==> config.mk <==
export PLATFORM = sky130hd
export DESIGN_NAME = data_mem_port_flat
export DESIGN_NICKNAME = d
export VERILOG_FILES = /design/src/rtl/data_mem_port_if.sv /design/src/rtl/data_mem_port.sv /design/src/flat_wrapper.sv
export SDC_FILE = /design/constraint.sdc
export NUM_CORES = 1
export LEC_CHECK = 0
export CORE_ASPECT_RATIO = 1.75
export CORE_MARGIN = 4
export CORE_UTILIZATION = 46
export DETAILED_ROUTE_END_ITERATION = 10
export PLACE_DENSITY = 0.81
export SYNTH_ARGS = -nofsm -noshare
export SYNTH_HDL_FRONTEND = slang
export SYNTH_SLANG_ARGS = --single-unit
export TNS_END_PERCENT = 1
==> constraint.sdc <==
create_clock -name clk -period 2.56 [get_ports clk]
set_input_delay 0.64 -clock clk [delete_from_list [all_inputs] [get_ports clk]]
set_output_delay 0.64 -clock clk [all_outputs]
set_load 0.005 [all_outputs]
==> src/rtl/data_mem_port_if.sv <==
// Load/store request and response bundle between the core's memory stage
// and the data memory port. The master drives requests; the slave answers.
interface data_mem_port_if;
  logic        req_valid;
  logic        req_ready;
  logic        req_we;
  logic [31:0] req_addr;
  logic [1:0]  req_size;
  logic        req_unsigned;
  logic [31:0] req_wdata;
  logic        rsp_valid;
  logic [31:0] rsp_rdata;
  logic        rsp_err;

  modport master (
    output req_valid, req_we, req_addr, req_size, req_unsigned, req_wdata,
    input  req_ready, rsp_valid, rsp_rdata, rsp_err
  );

  modport slave (
    input  req_valid, req_we, req_addr, req_size, req_unsigned, req_wdata,
    output req_ready, rsp_valid, rsp_rdata, rsp_err
  );
endinterface

==> src/rtl/data_mem_port.sv <==
// Data memory port: takes one byte-addressed load/store at a time, drives a
// 1-cycle-latency word RAM, does read-modify-write for byte/half stores and
// returns sign/zero-extended load data or an error response.
module data_mem_port #(
  parameter int ADDR_WIDTH = 8
) (
  input  logic                  clk,
  input  logic                  rst,
  data_mem_port_if.slave        bus,
  output logic                  ram_wen,
  output logic                  ram_ren,
  output logic [ADDR_WIDTH-1:0] ram_waddr,
  output logic [ADDR_WIDTH-1:0] ram_raddr,
  output logic [31:0]           ram_wdata,
  input  logic [31:0]           ram_rdata
);

  typedef enum logic [2:0] {
    IDLE    = 3'd0,
    READ    = 3'd1,
    CAPTURE = 3'd2,
    WRITE   = 3'd3,
    RESP    = 3'd4
  } state_t;

  localparam logic [1:0] SIZE_BYTE = 2'd0;
  localparam logic [1:0] SIZE_HALF = 2'd1;
  localparam logic [1:0] SIZE_WORD = 2'd2;

  state_t state_q, state_d;

  // Request fields captured at acceptance
  logic                  we_q,    we_d;
  logic [ADDR_WIDTH-1:0] word_q,  word_d;
  logic [1:0]            lane_q,  lane_d;
  logic [1:0]            size_q,  size_d;
  logic                  uns_q,   uns_d;
  logic [31:0]           wdata_q, wdata_d;

  // Registered RAM-side and response outputs
  logic                  ram_ren_q,   ram_ren_d;
  logic                  ram_wen_q,   ram_wen_d;
  logic [ADDR_WIDTH-1:0] ram_raddr_q, ram_raddr_d;
  logic [ADDR_WIDTH-1:0] ram_waddr_q, ram_waddr_d;
  logic [31:0]           ram_wdata_q, ram_wdata_d;
  logic                  rsp_valid_q, rsp_valid_d;
  logic [31:0]           rsp_rdata_q, rsp_rdata_d;
  logic                  rsp_err_q,   rsp_err_d;

  logic                  req_ready;
  logic                  accept;
  logic                  addr_hi_bad;
  logic                  req_bad;
  logic [ADDR_WIDTH-1:0] req_word;
  logic [31:0]           load_ext;
  logic [31:0]           merged_word;
  logic [3:0]            byte_hit;

  assign req_ready = (state_q == IDLE) && !rst;
  assign accept    = bus.req_valid && req_ready;
  assign req_word  = bus.req_addr[ADDR_WIDTH+1:2];

  // Any address bit above the RAM's byte range makes the request illegal
  assign addr_hi_bad = (bus.req_addr >> (ADDR_WIDTH + 2)) != 32'd0;

  // Request legality: size encoding, natural alignment and address range
  always_comb begin
    req_bad = addr_hi_bad;
    case (bus.req_size)
      SIZE_BYTE: req_bad = addr_hi_bad;
      SIZE_HALF: req_bad = addr_hi_bad || bus.req_addr[0];
      SIZE_WORD: req_bad = addr_hi_bad || (bus.req_addr[1:0] != 2'd0);
      default:   req_bad = 1'b1;
    endcase
  end

  // Load path: pick the addressed lane out of the RAM word and extend it
  always_comb begin
    logic [7:0]  sel_byte;
    logic [15:0] sel_half;
    sel_byte = ram_rdata[8*lane_q +: 8];
    sel_half = lane_q[1] ? ram_rdata[31:16] : ram_rdata[15:0];
    load_ext = ram_rdata;
    case (size_q)
      SIZE_BYTE: load_ext = uns_q ? {24'd0, sel_byte} : {{24{sel_byte[7]}}, sel_byte};
      SIZE_HALF: load_ext = uns_q ? {16'd0, sel_half} : {{16{sel_half[15]}}, sel_half};
      default:   load_ext = ram_rdata;
    endcase
  end

  // Store path: each byte lane either takes new store data or keeps the
  // old RAM contents; half stores cover two adjacent lanes
  generate
    for (genvar gi = 0; gi < 4; gi++) begin : g_lane
      localparam logic [1:0] LANE = 2'(gi);
      localparam int         HB   = gi % 2;
      logic [7:0] new_byte;

      assign byte_hit[gi] = ((size_q == SIZE_BYTE) && (lane_q == LANE)) ||
                            ((size_q == SIZE_HALF) && (lane_q[1] == LANE[1]));
      assign new_byte     = (size_q == SIZE_BYTE) ? wdata_q[7:0] : wdata_q[8*HB +: 8];
      assign merged_word[8*gi +: 8] = byte_hit[gi] ? new_byte : ram_rdata[8*gi +: 8];
    end
  endgenerate

  // Next-state and next-output logic for the transaction sequencer
  always_comb begin
    state_d     = state_q;
    we_d        = we_q;
    word_d      = word_q;
    lane_d      = lane_q;
    size_d      = size_q;
    uns_d       = uns_q;
    wdata_d     = wdata_q;
    ram_ren_d   = 1'b0;
    ram_wen_d   = 1'b0;
    ram_raddr_d = ram_raddr_q;
    ram_waddr_d = ram_waddr_q;
    ram_wdata_d = ram_wdata_q;
    rsp_valid_d = 1'b0;
    rsp_rdata_d = 32'd0;
    rsp_err_d   = 1'b0;

    case (state_q)
      IDLE: begin
        if (accept) begin
          we_d    = bus.req_we;
          word_d  = req_word;
          lane_d  = bus.req_addr[1:0];
          size_d  = bus.req_size;
          uns_d   = bus.req_unsigned;
          wdata_d = bus.req_wdata;
          if (req_bad) begin
            // Rejected without touching the RAM
            state_d     = RESP;
            rsp_valid_d = 1'b1;
            rsp_err_d   = 1'b1;
          end else if (bus.req_we && (bus.req_size == SIZE_WORD)) begin
            // Full-word store needs no read of the old contents
            state_d     = WRITE;
            ram_wen_d   = 1'b1;
            ram_waddr_d = req_word;
            ram_wdata_d = bus.req_wdata;
          end else begin
            // Loads and sub-word stores both start with a read
            state_d     = READ;
            ram_ren_d   = 1'b1;
            ram_raddr_d = req_word;
          end
        end
      end

      READ: begin
        state_d = CAPTURE;
      end

      CAPTURE: begin
        if (we_q) begin
          state_d     = WRITE;
          ram_wen_d   = 1'b1;
          ram_waddr_d = word_q;
          ram_wdata_d = merged_word;
        end else begin
          state_d     = RESP;
          rsp_valid_d = 1'b1;
          rsp_rdata_d = load_ext;
        end
      end

      WRITE: begin
        state_d     = RESP;
        rsp_valid_d = 1'b1;
      end

      RESP: begin
        state_d = IDLE;
      end

      default: begin
        state_d = IDLE;
      end
    endcase
  end

  // State, captured request and output registers; reset abandons any
  // in-flight transaction and silences all strobes
  always_ff @(posedge clk) begin
    if (rst) begin
      state_q     <= IDLE;
      we_q        <= 1'b0;
      word_q      <= '0;
      lane_q      <= 2'd0;
      size_q      <= 2'd0;
      uns_q       <= 1'b0;
      wdata_q     <= 32'd0;
      ram_ren_q   <= 1'b0;
      ram_wen_q   <= 1'b0;
      ram_raddr_q <= '0;
      ram_waddr_q <= '0;
      ram_wdata_q <= 32'd0;
      rsp_valid_q <= 1'b0;
      rsp_rdata_q <= 32'd0;
      rsp_err_q   <= 1'b0;
    end else begin
      state_q     <= state_d;
      we_q        <= we_d;
      word_q      <= word_d;
      lane_q      <= lane_d;
      size_q      <= size_d;
      uns_q       <= uns_d;
      wdata_q     <= wdata_d;
      ram_ren_q   <= ram_ren_d;
      ram_wen_q   <= ram_wen_d;
      ram_raddr_q <= ram_raddr_d;
      ram_waddr_q <= ram_waddr_d;
      ram_wdata_q <= ram_wdata_d;
      rsp_valid_q <= rsp_valid_d;
      rsp_rdata_q <= rsp_rdata_d;
      rsp_err_q   <= rsp_err_d;
    end
  end

  assign bus.req_ready = req_ready;
  assign bus.rsp_valid = rsp_valid_q;
  assign bus.rsp_rdata = rsp_rdata_q;
  assign bus.rsp_err   = rsp_err_q;
  assign ram_ren       = ram_ren_q;
  assign ram_wen       = ram_wen_q;
  assign ram_raddr     = ram_raddr_q;
  assign ram_waddr     = ram_waddr_q;
  assign ram_wdata     = ram_wdata_q;

endmodule

==> src/flat_wrapper.sv <==
// flat-port wrapper written by rule: the top's interface ports become plain ports
module data_mem_port_flat 
#(
  parameter int ADDR_WIDTH = 8
)
  (clk, rst, ram_wen, ram_ren, ram_waddr, ram_raddr, ram_wdata, ram_rdata, bus_req_valid, bus_req_we, bus_req_addr, bus_req_size, bus_req_unsigned, bus_req_wdata, bus_req_ready, bus_rsp_valid, bus_rsp_rdata, bus_rsp_err);
  data_mem_port_if bus_i ();
  input  logic clk;
  input  logic rst;
  output logic ram_wen;
  output logic ram_ren;
  output logic [ADDR_WIDTH-1:0] ram_waddr;
  output logic [ADDR_WIDTH-1:0] ram_raddr;
  output logic [31:0] ram_wdata;
  input  logic [31:0] ram_rdata;
  input wire logic [$bits(bus_i.req_valid)-1:0] bus_req_valid;
  input wire logic [$bits(bus_i.req_we)-1:0] bus_req_we;
  input wire logic [$bits(bus_i.req_addr)-1:0] bus_req_addr;
  input wire logic [$bits(bus_i.req_size)-1:0] bus_req_size;
  input wire logic [$bits(bus_i.req_unsigned)-1:0] bus_req_unsigned;
  input wire logic [$bits(bus_i.req_wdata)-1:0] bus_req_wdata;
  output wire logic [$bits(bus_i.req_ready)-1:0] bus_req_ready;
  output wire logic [$bits(bus_i.rsp_valid)-1:0] bus_rsp_valid;
  output wire logic [$bits(bus_i.rsp_rdata)-1:0] bus_rsp_rdata;
  output wire logic [$bits(bus_i.rsp_err)-1:0] bus_rsp_err;
  assign bus_i.req_valid = bus_req_valid;
  assign bus_i.req_we = bus_req_we;
  assign bus_i.req_addr = bus_req_addr;
  assign bus_i.req_size = bus_req_size;
  assign bus_i.req_unsigned = bus_req_unsigned;
  assign bus_i.req_wdata = bus_req_wdata;
  assign bus_req_ready = bus_i.req_ready;
  assign bus_rsp_valid = bus_i.rsp_valid;
  assign bus_rsp_rdata = bus_i.rsp_rdata;
  assign bus_rsp_err = bus_i.rsp_err;
  data_mem_port #(.ADDR_WIDTH(ADDR_WIDTH)) u_core (.clk(clk), .rst(rst), .bus(bus_i), .ram_wen(ram_wen), .ram_ren(ram_ren), .ram_waddr(ram_waddr), .ram_raddr(ram_raddr), .ram_wdata(ram_wdata), .ram_rdata(ram_rdata));
endmodule
# Yosys cells after proc, flatten, opt, wreduce, memory -nomap -nowiden
# Cells that the tools add are included.
# W data, S select, Z words.
[totals]
output_inout_bits = 85
reg_bits = 117
[op_classes]
shifts = 1
n_reduce_logical = 29
mux = 35
eq_ne = 13
bitwise_logic = 6
[op_table]
columns = ["op", "n"]
rows = [
  ["$mux W32", 6],
  ["$pmux W32 S2", 2],
  ["$mux W8", 9],
  ["$reduce_bool A32 Y1", 1],
  ["$shiftx A32 B6 Y8", 1],
  ["$mux W16", 1],
  ["$pmux W8 S2", 1],
  ["$pmux W3 S4", 1],
  ["$logic_and A1 B1 Y1", 9],
  ["$mux W3", 3],
  ["$mux W1", 8],
  ["$eq A2 B1 Y1 const B", 3],
  ["$eq A2 B2 Y1 const B", 3],
  ["$eq A3 B2 Y1 const B", 2],
  ["$logic_not A2 Y1", 3],
  ["$logic_or A1 B1 Y1", 6],
  ["$not A1 Y1", 6],
  ["$pmux W1 S3", 2],
  ["$reduce_and A5 Y1", 1],
  ["$ne A2 B1 Y1 const B", 2],
  ["$ne A2 B2 Y1 const B", 2],
  ["$reduce_and A4 Y1", 1],
  ["$reduce_bool A2 Y1", 2],
  ["$reduce_or A4 Y1", 1],
  ["8 further kinds", 8],
]

# Logic depth before layout (Yosys ltp)
[depth]
ltp_word = 6
depth_mapped = 9

# Worst setup path after synthesis
# Ideal clock, no wire load.
[synth_path]
kind = "input to register"
start = "in bus_req_addr[14]"
end = "reg u_core.ram_wdata_q[13], in the netlist u_core.ram_wdata[13]"
required_time_ns = 2.417
t_arrival_ns = 2.122
stages = 6
setup_slack_ns = 0.295
cell_sequence = "or4_4 > o32ai_4 > nand4_2 > nand2_2 > buf_4 > a211oi_2"
[synth_via]
elab_chain_cells = 5
[synth_lines]
columns = ["item", "line", "text"]
rows = [
  ["start, declared", "flat_wrapper.sv:18", "input wire logic [$bits(bus_i.req_addr)-1:0] bus_req_addr;"],
  ["$reduce_bool A32 Y1 *", "data_mem_port.sv:64", "assign addr_hi_bad = (bus.req_addr >> (ADDR_WIDTH + 2)) != 32'd0;"],
  ["$logic_or A1 B1 Y1 (on tied branches)", "data_mem_port.sv:72, data_mem_port.sv:71", ""],
  ["$pmux W1 S3 *", "data_mem_port.sv:69", "case (bus.req_size)"],
  ["$ne A2 B2 Y1 (no source line) *", "--", ""],
  ["$reduce_and A5 Y1 (no source line) *", "--", ""],
  ["end signal, assigned", "data_mem_port.sv:216", "ram_wdata_q <= ram_wdata_d;"],
  ["end, declared", "data_mem_port.sv:45", "logic [31:0] ram_wdata_q, ram_wdata_d;"],
]
# Every way passes the cells marked *; elsewhere a longest branch is shown, timed or not.
# A chain may end at the register's enable or synchronous reset.

# Worst setup path after layout
[layout_path]
start = "reg u_core.state_q[2]"
end = "out bus_req_ready"
[layout_via]
elab_chain_cells = 2
[layout_lines]
columns = ["item", "line", "text"]
rows = [
  ["start, declared", "data_mem_port.sv:30", "state_t state_q, state_d;"],
  ["start signal, assigned", "data_mem_port.sv:205", "state_q <= state_d;"],
  ["$logic_not A3 Y1", "data_mem_port.sv:59", "assign req_ready = (state_q == IDLE) && !rst;"],
  ["$logic_and A1 B1 Y1", "data_mem_port.sv:59", ""],
  ["end, declared", "flat_wrapper.sv:22", "output wire logic [$bits(bus_i.req_ready)-1:0] bus_req_ready;"],
]
# No other way between the ends.

==> summary.txt <==
Storage cell area: 2340 µm²
worst min path class: reg -> reg
number of diodes: 0
vias in the first global route: 5827
Most Used Layer, Global Route: met2
Vias: 5818
Crit. End Element: output pin
CTS tree: yes
core area: 11600 µm²
Synth Instances: 638
Avg Inst Size Synth: 8.59 µm²
critical path class: reg -> out
clock skew: 0.00622 ns
Critical Path AT: 1.84 ns
met1 Use GR: 29.9%
Clock Tree Buf Depth: 2
met2 GRT Util: 53.0%
Rel. slew slack: 41.1%
leading area contributor after synthesis: dfxtp_1
# rows: 52
Layout Cell Area excl Fill: 8150 µm²
H-tree levels: 4
Placer Congestion: 0.956
WHS: 0.469 ns
port buffer count: 187
crit share post-route: 96.9%
final hold vios: 0
grt total ovfl: 0
GRT Total Usage: 29.4%
most common cell in the synthesized netlist: dfxtp_1
unrepaired setup endpoints after global routing: false
first-pass GRT wire length: 31900 µm
fill count: 883
placed inst area: 7550 µm²
number of I/O pins: 188
TritonCTS buffer count: 17
Req. time, crit path: 1.92 ns
synth warn: 0
fmax: 403 MHz
Initial Util: 47.1%
Pre-antenna DRT Iters: 5
Tightest Pin Transition: 0.884 ns
Finish-stage setup viols: 0
Post-Place Cells: 936
Hold Buf Count CTS: 0
pin count of the biggest net entering global routing: 81
Syn-to-layout area delta: 48.6%
register area share after synthesis: 42.7%
clock root cell: clkbuf_16
max_cap viols: 0
Synth Net Count: 744
final core utilization: 69.9%
Vias per Instance: 6.02
HPWL after DPL: 15400 µm
Reg clk slew, reported paths: 0.06 ns
Max VDD drop: 461 µV
Post-synth EDFFs: 0
TritonCTS Sinks: 117
wire per inst: 21.2 µm
Final Non-Filler Cells: 967
count of cell types in the netlist: 48
post-route ant nets: 0
initial antenna violation count: 0
number of synthesized register bits: 117
DRT Wirelength: 20500 µm
Nets: 926
crit-path max FO: 5
status: complete, no violations
Cell Area, Synth: 5480 µm²
met3 global-route usage: 7.26%
Pins Over Slew Limit: 0
Clk Latency, worst-skew pair: 0.42 ns
die area: 13800 µm²
Startpoint Class: flop
starting DRC count in detailed routing: 375
synth cell count leaders: 117 x dfxtp_1, 54 x a21oi_1, 54 x nand2_1, 51 x nand3_1, 50 x o21ai_0
share of cells above drive strength 1: 12.1%
Power Density: 613 nW/µm²
Synth area leaders: dfxtp_1 43%, a21oi_1 4.9%, nand3_1 4.7%, o21ai_0 4.6%, mux2i_1 4.2%
Final min period: 2.48 ns
top_reg_cell synth: dfxtp_1
DIE WIDTH: 90.5 µm
drt drc: 0
leak pwr: 2.95 nW
ys async rst share: 0%
multi-input logic area: 2860 µm²
top-area cell type share of the netlist area: 42.7%
Die Y: 152 µm
## cells by family (layout without fill, tap and decap cells)
family | after synthesis | count (layout) | synth area share, %
and+or+nand+nor | 230 | 230 | 20.8
buffers and inverters | 67 | 261 | 5.59
DFF | 117 | 117 | 42.7
muxes | 32 | 32 | 6.25
AOI/OAI and AO/OA | 189 | 189 | 24.0
adders and majority gates | 3 | 3 | 0.685
## path summary, 6_finish.rpt
| kind | from | to | slack, ns | cells past startpoint |
|---|---|---|---|---|
| worst min-delay path | u_core.ram_wdata[5]$_SDFFE_PP0P_ | u_core.ram_wdata[5]$_SDFFE_PP0P_ | 0.47 | 2 |
| worst max-delay path | u_core.state_q[2]$_SDFFE_PP0N_ | bus_req_ready | 0.08 | 3 |
| worst max register to register | u_core.state_q[2]$_SDFFE_PP0N_ | u_core.ram_wdata[20]$_SDFFE_PP0P_ | 0.40 | 7 |
| worst min register to register | u_core.ram_wdata[5]$_SDFFE_PP0P_ | u_core.ram_wdata[5]$_SDFFE_PP0P_ | 0.47 | 2 |
## worst max-delay path, stage by stage, from the launching register on
cell and delay [ns]:
dfxtp_1 0.36, or3_1 0.41, nor2_1 0.13, clkdlybuf4s50_1 0.53
## layout by cell type, fill, tap and decap left out, types with 7 or more instances in the layout
| cell | Yosys | layout |
|---|---|---|
| clkdlybuf4s50_1 | 0 | 186 |
| dfxtp_1 | 117 | 116 |
| nand2_1 | 54 | 54 |
| a21oi_1 | 54 | 54 |
| nand3_1 | 51 | 51 |
| o21ai_0 | 50 | 50 |
| nor2_1 | 40 | 38 |
| nand2b_1 | 33 | 33 |
| buf_4 | 2 | 27 |
| mux2i_1 | 23 | 23 |
| a221oi_1 | 23 | 22 |
| nor3_1 | 18 | 18 |
| clkbuf_16 | 0 | 17 |
| o221ai_1 | 16 | 16 |
| a211oi_2 | 15 | 15 |
| inv_1 | 12 | 12 |
| mux2_2 | 8 | 8 |
| a22oi_1 | 8 | 8 |
| and3_1 | 8 | 8 |
| a2bb2oi_1 | 7 | 7 |
## per-layer routing
layer / share of wire, % / wire length [µm]
met1: 35 / 7170
met2: 53 / 10800
met3: 6.5 / 1330
met4: 5.9 / 1210
met5: 0 / 0
## flip-flops by register name, indices dropped and copies added (netlist names)
| name | cells |
|---|---|
| u_core.bus.rsp_err | 1 |
| u_core.bus.rsp_rdata | 32 |
| u_core.bus.rsp_valid | 1 |
| u_core.lane_q | 2 |
| u_core.ram_raddr | 8 |
| u_core.ram_ren | 1 |
| u_core.ram_waddr | 8 |
| u_core.ram_wdata | 32 |
| u_core.ram_wen | 1 |
| u_core.size_q | 2 |
| u_core.state_q | 3 |
| u_core.uns_q | 1 |
| u_core.wdata_q | 16 |
| u_core.we_q | 1 |
| u_core.word_q | 8 |
## cell type report
cell class                 instances  share of cell area [%]
clock buffer                      20                    5.61
clock inverter                    11                    1.55
inverter                          12                   0.553
multi-input combinational        454                    35.1
sequential                       117                    28.8
tap                              135                    2.07
timing repair buffer             218                    26.4
## through the flow
step | setup WS [ns] | power, mW | setup TNS, ns
final | 0.0805 | 4.99 | 0
after global routing | 0.00380 | 5.14 | 0
after global placement | -0.198 | 2.65 | -8.49
after detailed placement | -0.322 | 2.66 | -10.89
after floorplan | 0.295 | 2.28 | 0
after CTS | 0.0615 | 4.99 | 0
## what timing repair did
action / 4_1_cts / 5_1_grt
setup endpoints to repair: 0 / 2
setup buffers: 0 / 0
resized for setup: 0 / 2
## power breakdown
| part | internal [mW] | switching (mW) | total, mW |
|---|---|---|---|
| registers | 1.88 | 0.0470 | 1.92 |
| logic | 0.343 | 0.371 | 0.713 |
| clock network | 1.48 | 0.879 | 2.36 |
(Power assumes the default switching activity.)
